**src/rtl/four_bit_parallel_adder.sv**
```systemverilog
// Registered 4-bit ripple-carry adder from four full-adder cells; 1-cycle latency.
// Define FOUR_BIT_PARALLEL_ADDER_OVF_EN to add the registered signed-overflow output ovf.

module full_adder_cell (
  input  logic a,
  input  logic b,
  input  logic k_in,
  output logic s,
  output logic k_out
);

  assign s     = a ^ b ^ k_in;
  assign k_out = (a & b) | (k_in & (a ^ b));

endmodule

module four_bit_parallel_adder (
  input  logic       clk,
  input  logic       rst,
  input  logic       in_valid,
  input  logic [3:0] a,
  input  logic [3:0] b,
  input  logic       cin,
  output logic [3:0] s,
  output logic [3:1] c,
  output logic       cout,
  output logic       out_valid
`ifdef FOUR_BIT_PARALLEL_ADDER_OVF_EN
  ,
  output logic       ovf
`endif
);

  localparam int unsigned W = 4;

  logic [W:0]   k;
  logic [W-1:0] sum;

  assign k[0] = cin;

  // Pure ripple chain: k[i+1] feeds only from cell i.
  for (genvar i = 0; i < W; i++) begin : g_cell
    full_adder_cell u_fa (
      .a     (a[i]),
      .b     (b[i]),
      .k_in  (k[i]),
      .s     (sum[i]),
      .k_out (k[i+1])
    );
  end

  // Result registers load only on in_valid, so undriven inputs cannot disturb held values.
  always_ff @(posedge clk) begin
    if (rst) begin
      s         <= '0;
      c         <= '0;
      cout      <= 1'b0;
      out_valid <= 1'b0;
    end else begin
      out_valid <= in_valid;
      if (in_valid) begin
        s    <= sum;
        c    <= k[W-1:1];
        cout <= k[W];
      end
    end
  end

`ifdef FOUR_BIT_PARALLEL_ADDER_OVF_EN
  // Signed overflow: carry into the sign bit differs from carry out of it.
  always_ff @(posedge clk) begin
    if (rst) begin
      ovf <= 1'b0;
    end else if (in_valid) begin
      ovf <= k[W-1] ^ k[W];
    end
  end
`endif

endmodule

```
**config.mk**
```make
export PLATFORM = sky130hd
export DESIGN_NAME = four_bit_parallel_adder
export DESIGN_NICKNAME = d
export VERILOG_FILES = /design/src/rtl/four_bit_parallel_adder.sv
export SDC_FILE = /design/constraint.sdc
export NUM_CORES = 1
export LEC_CHECK = 0
export BUFFER_PORTS_ARGS = -buffer_cell sky130_fd_sc_hd__buf_2
export CAP_MARGIN = 20
export CORE_ASPECT_RATIO = 0.9
export CORE_MARGIN = 5
export CORE_UTILIZATION = 23
export CTS_CLUSTER_DIAMETER = 150
export DETAILED_ROUTE_END_ITERATION = 8
export SYNTH_ARGS = -nofsm -noshare
export SYNTH_HDL_FRONTEND = slang
export SYNTH_HIERARCHICAL = 1
export SYNTH_SLANG_ARGS = --single-unit
```
**constraint.sdc**
```tcl
create_clock -name clk -period 7.2 [get_ports clk]
set_input_delay 1.44 -clock clk [delete_from_list [all_inputs] [get_ports clk]]
set_output_delay 1.44 -clock clk [all_outputs]
set_load 0.03 [all_outputs]
```
* Word-level counts from Yosys, hierarchy flattened
Cells that the tools add are included. Widths: inputs -> output; s select.
Storage, ports and cells: flip-flop bits (word level) 9, latch bits 0, RAM bits 0, ROM bits 0, input port bits 12, word-level logic and storage cells 24, memories kept 0
Cells by class: add/sub/neg operators 0, $mul 0, divide/modulo/power cells 0, order comparisons 0, equal/unequal tests 0, shifts and indexed selects 0, muxes and demuxes 0, bitwise gates (word level) 20, reduce and logical (&&, ||, !) cells 0
Operators with widths (count):
- $and 1x1->1 | 8
- $xor 1x1->1 | 8
- $or 1x1->1 | 4

* Longest topological paths before layout
Gate-level depths: netlist of the first run.
word-level depth 9, depth in mapped cells 6, mapped depth without buffers 6

* By module
Netlist of the first run, hierarchy kept.
By module, submodules not included:
- four_bit_parallel_adder | instances 1, cells each 28, area an instance 312.8 um2
- full_adder_cell | instances 4, cells each 1, area an instance 20.0 um2

* Worst setup path before layout of the first run
Ideal clock, no wire load.
path type input -> register, from in a[0], to reg s[3], setup time 0.117 ns, data arrival time 3.275 ns, path slack 3.808 ns, stages 6, path buffers 0, cell sequence fa_1 -> fa_1 -> fa_1 -> fa_1 -> mux2i_1 -> nor2_1
On the way: longest elaborated chain between the ends 8, elaborated cells on any way between the ends 9, classes of those cells 9 x bitwise
RTL lines:
- from (decl) | line 21 | input logic [3:0] a,
- $xor 1x1->1 | line 13 | assign k_out = (a & b) | (k_in & (a ^ b));
- $and 1x1->1 | line 13
- $or 1x1->1 * | line 13
- $and 1x1->1 * | line 13
- $or 1x1->1 * | line 13
- named net k[2] | line 36 | logic [W:0] k;
- $and 1x1->1 * | line 13
- $or 1x1->1 * | line 13
- named net k[3] | line 36
- $xor 1x1->1 * | line 12 | assign s = a ^ b ^ k_in;
- named net sum[3] | line 37 | logic [W-1:0] sum;
- to (signal assigned) | line 62 | s <= sum;
- to (decl) | line 24 | output logic [3:0] s,
Mark *: on every way through the listed nets, which the timed path passes. The rest lies on a longest branch. A chain may end at the register's enable or synchronous reset.

* Final worst setup path of the first run
from in a[0], to reg s[3]
On the way: longest elaborated chain between the ends 8, elaborated cells on any way between the ends 9, classes of those cells 9 x bitwise
RTL lines (line):
- $xor 1x1->1 | 13
- $and 1x1->1 | 13
- $or 1x1->1 * | 13
- named net k[1] | 36
- $and 1x1->1 * | 13
- $or 1x1->1 * | 13
- named net k[2] | 36
- $and 1x1->1 * | 13
- $or 1x1->1 * | 13
- named net k[3] | 36
- $xor 1x1->1 * | 12
- named net sum[3] | 37
Marks and branches as above.

==> summary.txt, run 1 <==
Floorplanning
  – Die Y: a little under 50 µm
  – Full die area: approximately 2600 µm²
  – Core Rows: 14
  – Width of the die: ~54 µm
  – Core Region: 1650 µm²
  – Starting Density: 0.239
  – IO Pins: 21

Global route
  – Antenna violations before repair: 0
  – First-pass GRT wire length: approximately 1200 µm
  – Global-route usage over all layers: 0.0700
  – Grt ovf: 0
  – Vias in the first global route: roughly 290
  – Largest net degree at the start of global routing: 10

Cells and area
  – Area Growth Syn to Fin: 35.7%
  – Final core area utilization: 0.324
  – Layout cell share with drive strength beyond 1: 0.426
  – Final net count: approximately 70
  – Ant diodes: 0
  – Most frequent cells in the layout: buf_2 (20), dfxtp_1 (9), mux2i_1 (8), nor2_1 (8), fa_1 (4)
  – Design area: between 500 and 600 µm²
  – Most common cell after layout, fill and taps aside: buf_2

STA
  – Max Fclk: ~0.30 GHz
  – # setup viols final: 0
  – Final hold viol count: 0
  – Hold Slack: 0.488 ns
  – Worst-margin pin slew: ~0.25 ns
  – Slew Limit Fails: 0
  – Slew headroom: 0.836
  – Min Clock Period, post-route: between 3 and 4 ns
  – Post-route setup TNS: 0 ns
  – Clock skew: 0 ns
  – Final period util: 0.461
  – RSZ-0062 raised after global routing: false

Placed design
  – Post-DP HPWL: roughly 620 µm
  – Routability cong.: a little over 0.6
  – PortBufs: 20
  – Placed Area: 507 µm²

Critical path
  – CP max stage delay: between 0.4 and 0.5 ns
  – Most Frequent Cell on Critical Path: fa_1
  – Startpoint Class: input pin
  – Cells along the critical path: buf_2 -> fa_1 -> fa_1 -> fa_1 -> fa_1 -> mux2i_1 -> nor2_1
  – Crit Path Class: input pin to flip-flop
  – Crit end category: flip-flop
  – Worst Path Arrival: 3.47 ns
  – CP required: 7.35 ns
  – Largest fanout on the critical path: 2
  – Slowest CP cell: fa_1

Route
  – DRT Pass-1 Iters: 4
  – DRT iter0 DRCs: 6
  – Drt drc: 0
  – Routed WL per cell: approximately 10 µm
  – Post-Route WL: about 790 µm
  – Via/cell ratio: between 3 and 4
  – ANT nets after route: 0
  – Via count: just under 300

Power and ir drop
  – Final Power: 122 µW
  – Power density cells: between 200 and 250 nW/µm²
  – Worst VDD drop: just over 0.09 mV
  – Static leakage: around 0.27 nW

Clocking
  – Post-CTS Setup Inserts: 0
  – Cts repair resizes: 0
  – TritonCTS clock tree: built
  – Clk_lat worst skew: roughly 0.25 ns
  – CTS Buffer Depth: 2
  – Clock Sinks: 9
  – H-tree Lvls: 1
  – Hold buffers post-CTS: 0
  – Root Buffer: clkbuf_4
  – CTS Buf Count: 3
  – Reg clk slew, reported paths: 0.06 ns

Synthesis
  – Sequential share of the synthesized area: 0.459
  – Post-Syn Instances: 32
  – Mapped cell area: approximately 400 µm²
  – Post-synth cell types: 7
  – Synth warn: 6
  – #FFs+latches synth: 9
  – Mapped Avg Cell Area: 12.3 µm²
  – Mapped Nets: 48

Run status
  – Status: finished clean

Hold path
  – Worst Hold Class: flip-flop to flip-flop

Flow run
  – Max Cap Violations: 0
[final timing paths]
check / startpoint / to / depth (start not counted) / slack (ns)
worst max-delay path: a[0] / s[3]$_SDFFE_PP0P_ / 7 / 3.88
worst min-delay path: cout$_SDFFE_PP0P_ / cout$_SDFFE_PP0P_ / 2 / 0.49
worst max register to register: c[3]$_SDFFE_PP0P_ / c[3]$_SDFFE_PP0P_ / 2 / 6.61
worst min register to register: cout$_SDFFE_PP0P_ / cout$_SDFFE_PP0P_ / 2 / 0.49
[report_power, final]
part	total, mW	internal, mW	switching, mW
clock	0.0380	0.0213	0.0167
combinational	0.0285	0.0109	0.0175
sequential	0.0559	0.0541	0.00182
total	0.122	0.0863	0.0361
[metal layers]
metal / track usage / share of wire
met5: 0 / 0
met4: 0.0255 / 0
met3: 0.0734 / 0.14
met2: 0.0959 / 0.51
met1: 0.0692 / 0.35
[cells in the mapped netlist]
master,instances,share of area
dfxtp_1,9,0.46
nor2b_1,1,0.016
fa_1,4,0.20
mux2i_1,8,0.20
buf_6,1,0.029
nor2_1,8,0.076
clkbuf_2,1,0.013
[final cells by class]
class / count / area [µm²]
fill: 197 / 1110
sequential: 9 / 180
timing repair buffer: 20 / 100
multi-input combinational: 21 / 196
tap: 24 / 30.0
clock buffer: 4 / 26.3
[worst max-delay path: cells and delay by family]
family / cells / cell delay (ns)
AND/OR/NAND/NOR: 1 / 0.05
multiplexers: 1 / 0.14
buffers and inverters: 1 / 0.11
adder cells (fa/ha/maj): 4 / 1.73
[metrics by stage]
| step | std cells | setup slack [ns] |
|---|---|---|
| 2_1_floorplan | 32 | 3.81 |
| 3_3_place_gp | 74 | 3.63 |
| 3_5_place_dp | 74 | 3.60 |
| 4_1_cts | 78 | 3.89 |
| 5_1_grt | 78 | 3.82 |
| 6_report | 78 | 3.88 |
[flip-flops by register name, summed over array words and instances, names as in the netlist]
register,cells
c,3
s,4
cout,1
out_valid,1
[cells by family (layout without fill, tap and decap cells)]
family	after synthesis	count (layout)	share of synthesized area
adder cells (fa/ha/maj)	4	4	0.204
buffers and inverters	2	24	0.0414
flip-flops	9	9	0.459
multiplexers	8	8	0.204
AND/OR/NAND/NOR	9	9	0.0924
Note: power is estimated with default switching activity, not from simulation.
==> run 2: changes to the inputs <==
--- a/config.mk
+++ b/config.mk
@@ -5,6 +5,7 @@
 export SDC_FILE = /design/constraint.sdc
 export NUM_CORES = 1
 export LEC_CHECK = 0
+export ABC_AREA = 1
 export BUFFER_PORTS_ARGS = -buffer_cell sky130_fd_sc_hd__buf_2
 export CAP_MARGIN = 20
 export CORE_ASPECT_RATIO = 0.9
==> constraint.sdc (replaced) <==
create_clock -name clk -period 2.8 [get_ports clk]
set_input_delay 0.56 -clock clk [delete_from_list [all_inputs] [get_ports clk]]
set_output_delay 0.56 -clock clk [all_outputs]
set_load 0.03 [all_outputs]
==> run 2 against run 1 <==
Net effect: combinational power grew to 2.9 times the previous value; clock power grew to 2.5 times the previous value; synthesized area grew 14%; count of clock-buffer cells in the layout unchanged; largest power group unchanged; flip-flop and latch count unchanged; worst hold slack got worse by 0.017 ns; highest routed layer unchanged; first-iteration DRC count is 33% lower; non-clock buffer count unchanged.
==> summary.txt, run 2 <==
Synthesis
  – Compound-Gate Fraction of Synth Area: 0
  – Sequential share of the synthesized area: 0.401
  – Multiplexer area fraction after synthesis: 0
  – Synth Area in Simple Gates: 0.287
  – Synth area leader: dfxtp_1
  – Most frequent cell after synthesis: nor2_1
  – FFs w/ async S/R, synth: 0
  – Mapped Nets: 74
  – Top cell type's share of synthesized area: 0.401
  – Mapped cell area: 449 µm²
  – Synth warn: 6
  – Mapped Avg Cell Area: 7.74 µm²
  – Largest family of logic cells by synthesized area: simple AND/OR/NAND/NOR gates
  – Synth area leaders: dfxtp_1 (40%), fa_1 (18%), nor2_1 (13%)
  – Post-Syn Instances: a little under 60
  – Post-synth cell types: 9
  – #FFs+latches synth: 9
  – Adder-cell share of the synthesized area: 0.178
  – Xor/xnor share of the synthesized area: 0
  – Post-synth top cells: nor2_1 (16), nand2_1 (15), dfxtp_1 (9), inv_1 (9), fa_1 (4)
  – Post-synth EDFFs: 0
  – Top_reg_cell synth: dfxtp_1

Cells and area
  – Final net count: 97
  – Reg with most FFs: s
  – Final Non-Filler Cells: around 110
  – Layout cell share with drive strength beyond 1: 0.325
  – Largest regs: s x4, c x3
  – Most common cell after layout, fill and taps aside: buf_2
  – FF/Latch Area: 180 µm²
  – Multi-input gate area: between 200 and 250 µm²
  – Max reg flops: 4
  – Ant diodes: 0
  – Most frequent cells in the layout: buf_2 (20), nor2_1 (16), nand2_1 (15)
  – Area Growth Syn to Fin: 30.1%
  – Final-layout fill cell count: between 200 and 250

Route
  – Drt drc: 0
  – Metal-1 WL: roughly 290 µm
  – DRT Pass-1 Iters: 4
  – DRT iter0 DRCs: 4
  – Via count: around 400
  – Met2 WL: around 430 µm
  – ANT nets after route: 0
  – Post-Route WL: between 800 and 900 µm
  – DR WL met3: ~120 µm
  – Routed WL per cell: 7.97 µm
  – Top Layer Used: met3
  – Via/cell ratio: 3.80

Global route
  – Largest net degree at the start of global routing: 18
  – Global-route usage over all layers: 0.0664
  – First-pass GRT wire length: approximately 1500 µm
  – Grt ovf: 0
  – Antenna violations before repair: 0
  – Vias in the first global route: around 380

Hold path
  – Worst Hold Class: input pin to flip-flop

Clocking
  – CTS Buffer Depth: 2
  – Reg clk slew, reported paths: approximately 0.060 ns
  – TritonCTS clock tree: built
  – H-tree Lvls: 1
  – Root Buffer: clkbuf_4
  – Hold buffers post-CTS: 0
  – Cts repair resizes: 0
  – Post-CTS Setup Inserts: 0
  – Clock Sinks: 9
  – CTS Buf Count: 3
  – Clk_lat worst skew: roughly 0.25 ns

Placed design
  – Routability cong.: a little over 0.7
  – PortBufs: 20
  – Post-DP HPWL: 730 µm
  – Placed cells: 101

Critical path
  – Crit end category: flip-flop
  – Startpoint Class: input pin
  – Worst Path Arrival: around 2.6 ns
  – CP required: 2.99 ns
  – Crit Path Class: input pin to flip-flop
  – Largest fanout on the critical path: 2

Power and ir drop
  – Final Power: 321 µW
  – Power density cells: ~550 nW/µm²
  – Worst VDD drop: 0.212 mV
  – Static leakage: around 0.33 nW

STA
  – Slew Limit Fails: 0
  – Slew headroom: 0.809
  – Min Clock Period, post-route: approximately 2.4 ns
  – Worst-margin pin slew: 0.286 ns
  – Max Fclk: just over 0.4 GHz
  – # setup viols final: 0
  – Post-route setup TNS: 0 ns
  – Clock skew: 0 ns
  – Hold Slack: about 0.47 ns
  – Final period util: 0.875
  – Final hold viol count: 0
  – RSZ-0062 raised after global routing: false

Flow run
  – Max Cap Violations: 0

Floorplanning
  – Die Y: between 50 and 60 µm
  – Core Rows: 15
  – IO Pins: 21
  – Starting Density: 0.237
  – Width of the die: 56.6 µm
  – Core Region: 1900 µm²
  – Full die area: approximately 2900 µm²

Run status
  – Status: finished clean
[run 2: kinds of logic (layout without fill, tap and decap cells)]
group,after synthesis,in the layout
buf+inv,12,34
simple gates,33,33
flops,9,9
fa+ha+maj,4,4
[run 2: through the flow]
step | setup slack [ns] | utilization | area [µm²]
after global placement | 0.0986 | 0.294 | 558
final | 0.351 | 0.308 | 584
after detailed placement | 0.0541 | 0.294 | 558
after floorplan | 0.274 | - | 449
after global routing | 0.254 | 0.308 | 584
after CTS | 0.322 | 0.308 | 584
[run 2: final cells by class]
| type | instances | area share |
|---|---|---|
| multi-input cells | 37 | 0.358 |
| clock buffers | 4 | 0.0450 |
| well taps | 25 | 0.0535 |
| repair buffers | 20 | 0.171 |
| flip-flops and latches | 9 | 0.308 |
| inverters | 10 | 0.0642 |
[run 2: worst paths after layout]
kind | start | end | slack, ns | depth (start not counted)
hold / removal | rst | out_valid$_SDFF_PP0_ | 0.47 | 2
hold reg to reg | c[1]$_SDFFE_PP0P_ | c[1]$_SDFFE_PP0P_ | 0.47 | 2
setup reg to reg | s[2]$_SDFFE_PP0P_ | s[2]$_SDFFE_PP0P_ | 2.24 | 2
setup / recovery | a[0] | s[3]$_SDFFE_PP0P_ | 0.35 | 9
[run 2: worst max-delay path, cell delays in order]
cell	delay (ns)
buf_2	0.11
fa_1	0.45
fa_1	0.41
fa_1	0.41
fa_1	0.49
inv_1	0.04
nand2_1	0.04
nand2_1	0.05
nor2_1	0.08
[run 2: metal layers]
metal | global-route usage | vias to the layer above
met3 | 0.0447 | 0
met4 | 0.0356 | 0
met2 | 0.117 | 13
met5 | 0 | -
met1 | 0.0565 | 180
li1 | - | 206
[run 2: where the power goes]
part / switching (mW) / total [mW] / leakage [nW] / internal, mW
Clock: 0.0414 / 0.0960 / 0.0150 / 0.0547
Combinational: 0.0527 / 0.0818 / 0.245 / 0.0291
Sequential: 0.00454 / 0.143 / 0.0749 / 0.139
Total: 0.0986 / 0.321 / 0.335 / 0.223
==> run 3: changes to the inputs <==
--- a/config.mk
+++ b/config.mk
@@ -9,7 +9,7 @@
 export BUFFER_PORTS_ARGS = -buffer_cell sky130_fd_sc_hd__buf_2
 export CAP_MARGIN = 20
 export CORE_ASPECT_RATIO = 0.9
-export CORE_MARGIN = 5
+export CORE_MARGIN = 3
 export CORE_UTILIZATION = 23
 export CTS_CLUSTER_DIAMETER = 150
 export DETAILED_ROUTE_END_ITERATION = 8
==> run 3 against run 2 <==
Net effect: setup slack lost 0.011 ns; critical path depth unchanged; wire length increased by 0.84%; power about the same; cell count is 0.95% lower; highest routed layer is now met4.
==> summary.txt, run 3 (same netlist as run 2, synthesis figures left out) <==
Run status
  – Status: finished clean

STA
  – RSZ-0062 raised after global routing: false
  – Min Clock Period, post-route: ~2.5 ns
  – # setup viols final: 0
  – Worst-margin pin slew: around 0.30 ns
  – Max Fclk: 0.406 GHz
  – Clock skew: 0 ns
  – Slew headroom: 0.801
  – Slew Limit Fails: 0
  – Post-route setup TNS: 0 ns
  – Final hold viol count: 0
  – Final period util: 0.879

Critical path
  – Buffers and inverters on the worst path: 2
  – Flop2flop setup slack: ~2.2 ns
  – CP max stage delay: slightly below 0.5 ns
  – Slowest CP cell: fa_1
  – Crit path depth: 9
  – Largest fanout on the critical path: 2
  – Cells along the critical path: buf_2 -> fa_1 -> fa_1 -> fa_1 -> fa_1 -> inv_1 -> nand2_1 -> nand2_1 -> nor2_1
  – Startpoint Class: input pin
  – Worst Path Arrival: between 2 and 3 ns
  – Crit end category: flip-flop
  – CP required: about 3 ns
  – Most Frequent Cell on Critical Path: fa_1
  – Crit Path Class: input pin to flip-flop
  – Delay-heaviest family, CP: adder cells
  – Cell count of the worst reg-to-reg path: 2

Cells and area
  – Layout cell share with drive strength beyond 1: 0.325
  – Final-layout fill cell count: approximately 200
  – Max reg flops: 4
  – Reg with most FFs: s
  – Area Growth Syn to Fin: 29.8%
  – Ant diodes: 0
  – Most frequent cells in the layout: buf_2 (20), nor2_1 (16), nand2_1 (15)
  – Final net count: just under 100
  – Most common cell after layout, fill and taps aside: buf_2
  – Final Non-Filler Cells: approximately 100
  – Largest regs: s x4, c x3

Route
  – DRT Pass-1 Iters: 3
  – Via count: between 300 and 400
  – DRT iter0 DRCs: 7
  – Via/cell ratio: 3.82
  – Drt drc: 0
  – Routed WL per cell: 8.12 µm
  – ANT nets after route: 0
  – Post-Route WL: 844 µm

Floorplanning
  – Width of the die: around 53 µm
  – Core Rows: 14
  – Full die area: ~2500 µm²
  – Starting Density: 0.256
  – Core Region: around 1800 µm²
  – Die Y: 47.9 µm
  – IO Pins: 21

Hold path
  – Worst Hold Class: flip-flop to flip-flop
  – Hold depth: 2

Power and ir drop
  – Sequential Power Share: 0.447
  – Sw frac: 0.307
  – Power density cells: around 550 nW/µm²
  – Clk pwr share: 0.297
  – Gate power share: 0.256
  – Internal power: about 220 µW
  – Worst VDD drop: ~0.17 mV
  – Static leakage: about 0.33 nW
  – NetSw: just under 100 µW

Clocking
  – Root Buffer: clkbuf_4
  – CTS Buf Count: 3
  – Cts repair resizes: 0
  – Clk_lat worst skew: roughly 0.25 ns
  – H-tree Lvls: 1
  – Post-CTS Setup Inserts: 0
  – TritonCTS clock tree: built
  – Clock Sinks: 9
  – CTS Buffer Depth: 2
  – Hold buffers post-CTS: 0
  – Reg clk slew, reported paths: ~0.06 ns

Global route
  – Vias in the first global route: 320
  – First-pass GRT wire length: between 1000 and 1500 µm
  – Largest net degree at the start of global routing: 18
  – Global-route usage over all layers: 0.0757
  – Grt ovf: 0
  – Antenna violations before repair: 0

Placed design
  – Placed cells: 100
  – Routability cong.: approximately 0.64
  – Post-DP HPWL: just under 700 µm
  – PortBufs: 20

Flow run
  – Max Cap Violations: 0
==> run 3: cell counts in the layout (fill, tap and decap cells not counted) <==
No cell type changed its count.
==> run 3: worst reg2reg max path: stages (launching register included) <==
cell	delay, ns
dfxtp_1	0.31
nor2_1	0.12
nor2_2	0.05
==> run 3: power groups by stage <==
| stage | combinational, mW | clock, mW | sequential [mW] |
|---|---|---|---|
| 6_report | 0.0821 | 0.0954 | 0.144 |
| 3_5_place_dp | 0.0841 | 0 | 0.146 |
| 2_1_floorplan | 0.0380 | 0 | 0.168 |
| 5_1_grt | 0.0939 | 0.107 | 0.145 |
| 4_1_cts | 0.0845 | 0.101 | 0.144 |
| 3_3_place_gp | 0.0823 | 0 | 0.146 |
==> run 3: per-stage QoR <==
stage                     setup slack, ns  hold slack, ns   util  area [µm²]  power, mW
after floorplan                     0.274           0.593      -         449      0.206
after global placement             0.0907           0.459  0.318         557      0.229
after detailed placement           0.0577           0.462  0.318         557      0.231
after CTS                           0.328           0.466  0.333         583      0.329
after global routing                0.236           0.465  0.333         583      0.345
final                               0.340           0.466  0.333         583      0.321
==> run 3: area by class of cell <==
| class | instances | area [µm²] | area share |
|---|---|---|---|
| well taps | 24 | 30.0 | 0.0515 |
| multi-input cells | 37 | 209 | 0.358 |
| inverters | 10 | 37.5 | 0.0644 |
| repair buffers | 20 | 100 | 0.172 |
| flip-flops and latches | 9 | 180 | 0.309 |
| clock buffers | 4 | 26.3 | 0.0451 |
==> run 3: metal layers <==
metal	global-route usage	part of all wire
met1	0.0782	0.40
met2	0.116	0.48
met3	0.0592	0.11
met4	0.0306	0.0047
met5	0	0
==> run 3: path summary, 6_finish.rpt <==
kind                             to         startpoint
hold reg to reg   s[0]$_SDFFE_PP0P_  s[0]$_SDFFE_PP0P_
setup reg to reg  s[2]$_SDFFE_PP0P_  s[2]$_SDFFE_PP0P_
hold / removal    s[0]$_SDFFE_PP0P_  s[0]$_SDFFE_PP0P_
setup / recovery  s[3]$_SDFFE_PP0P_               a[0]
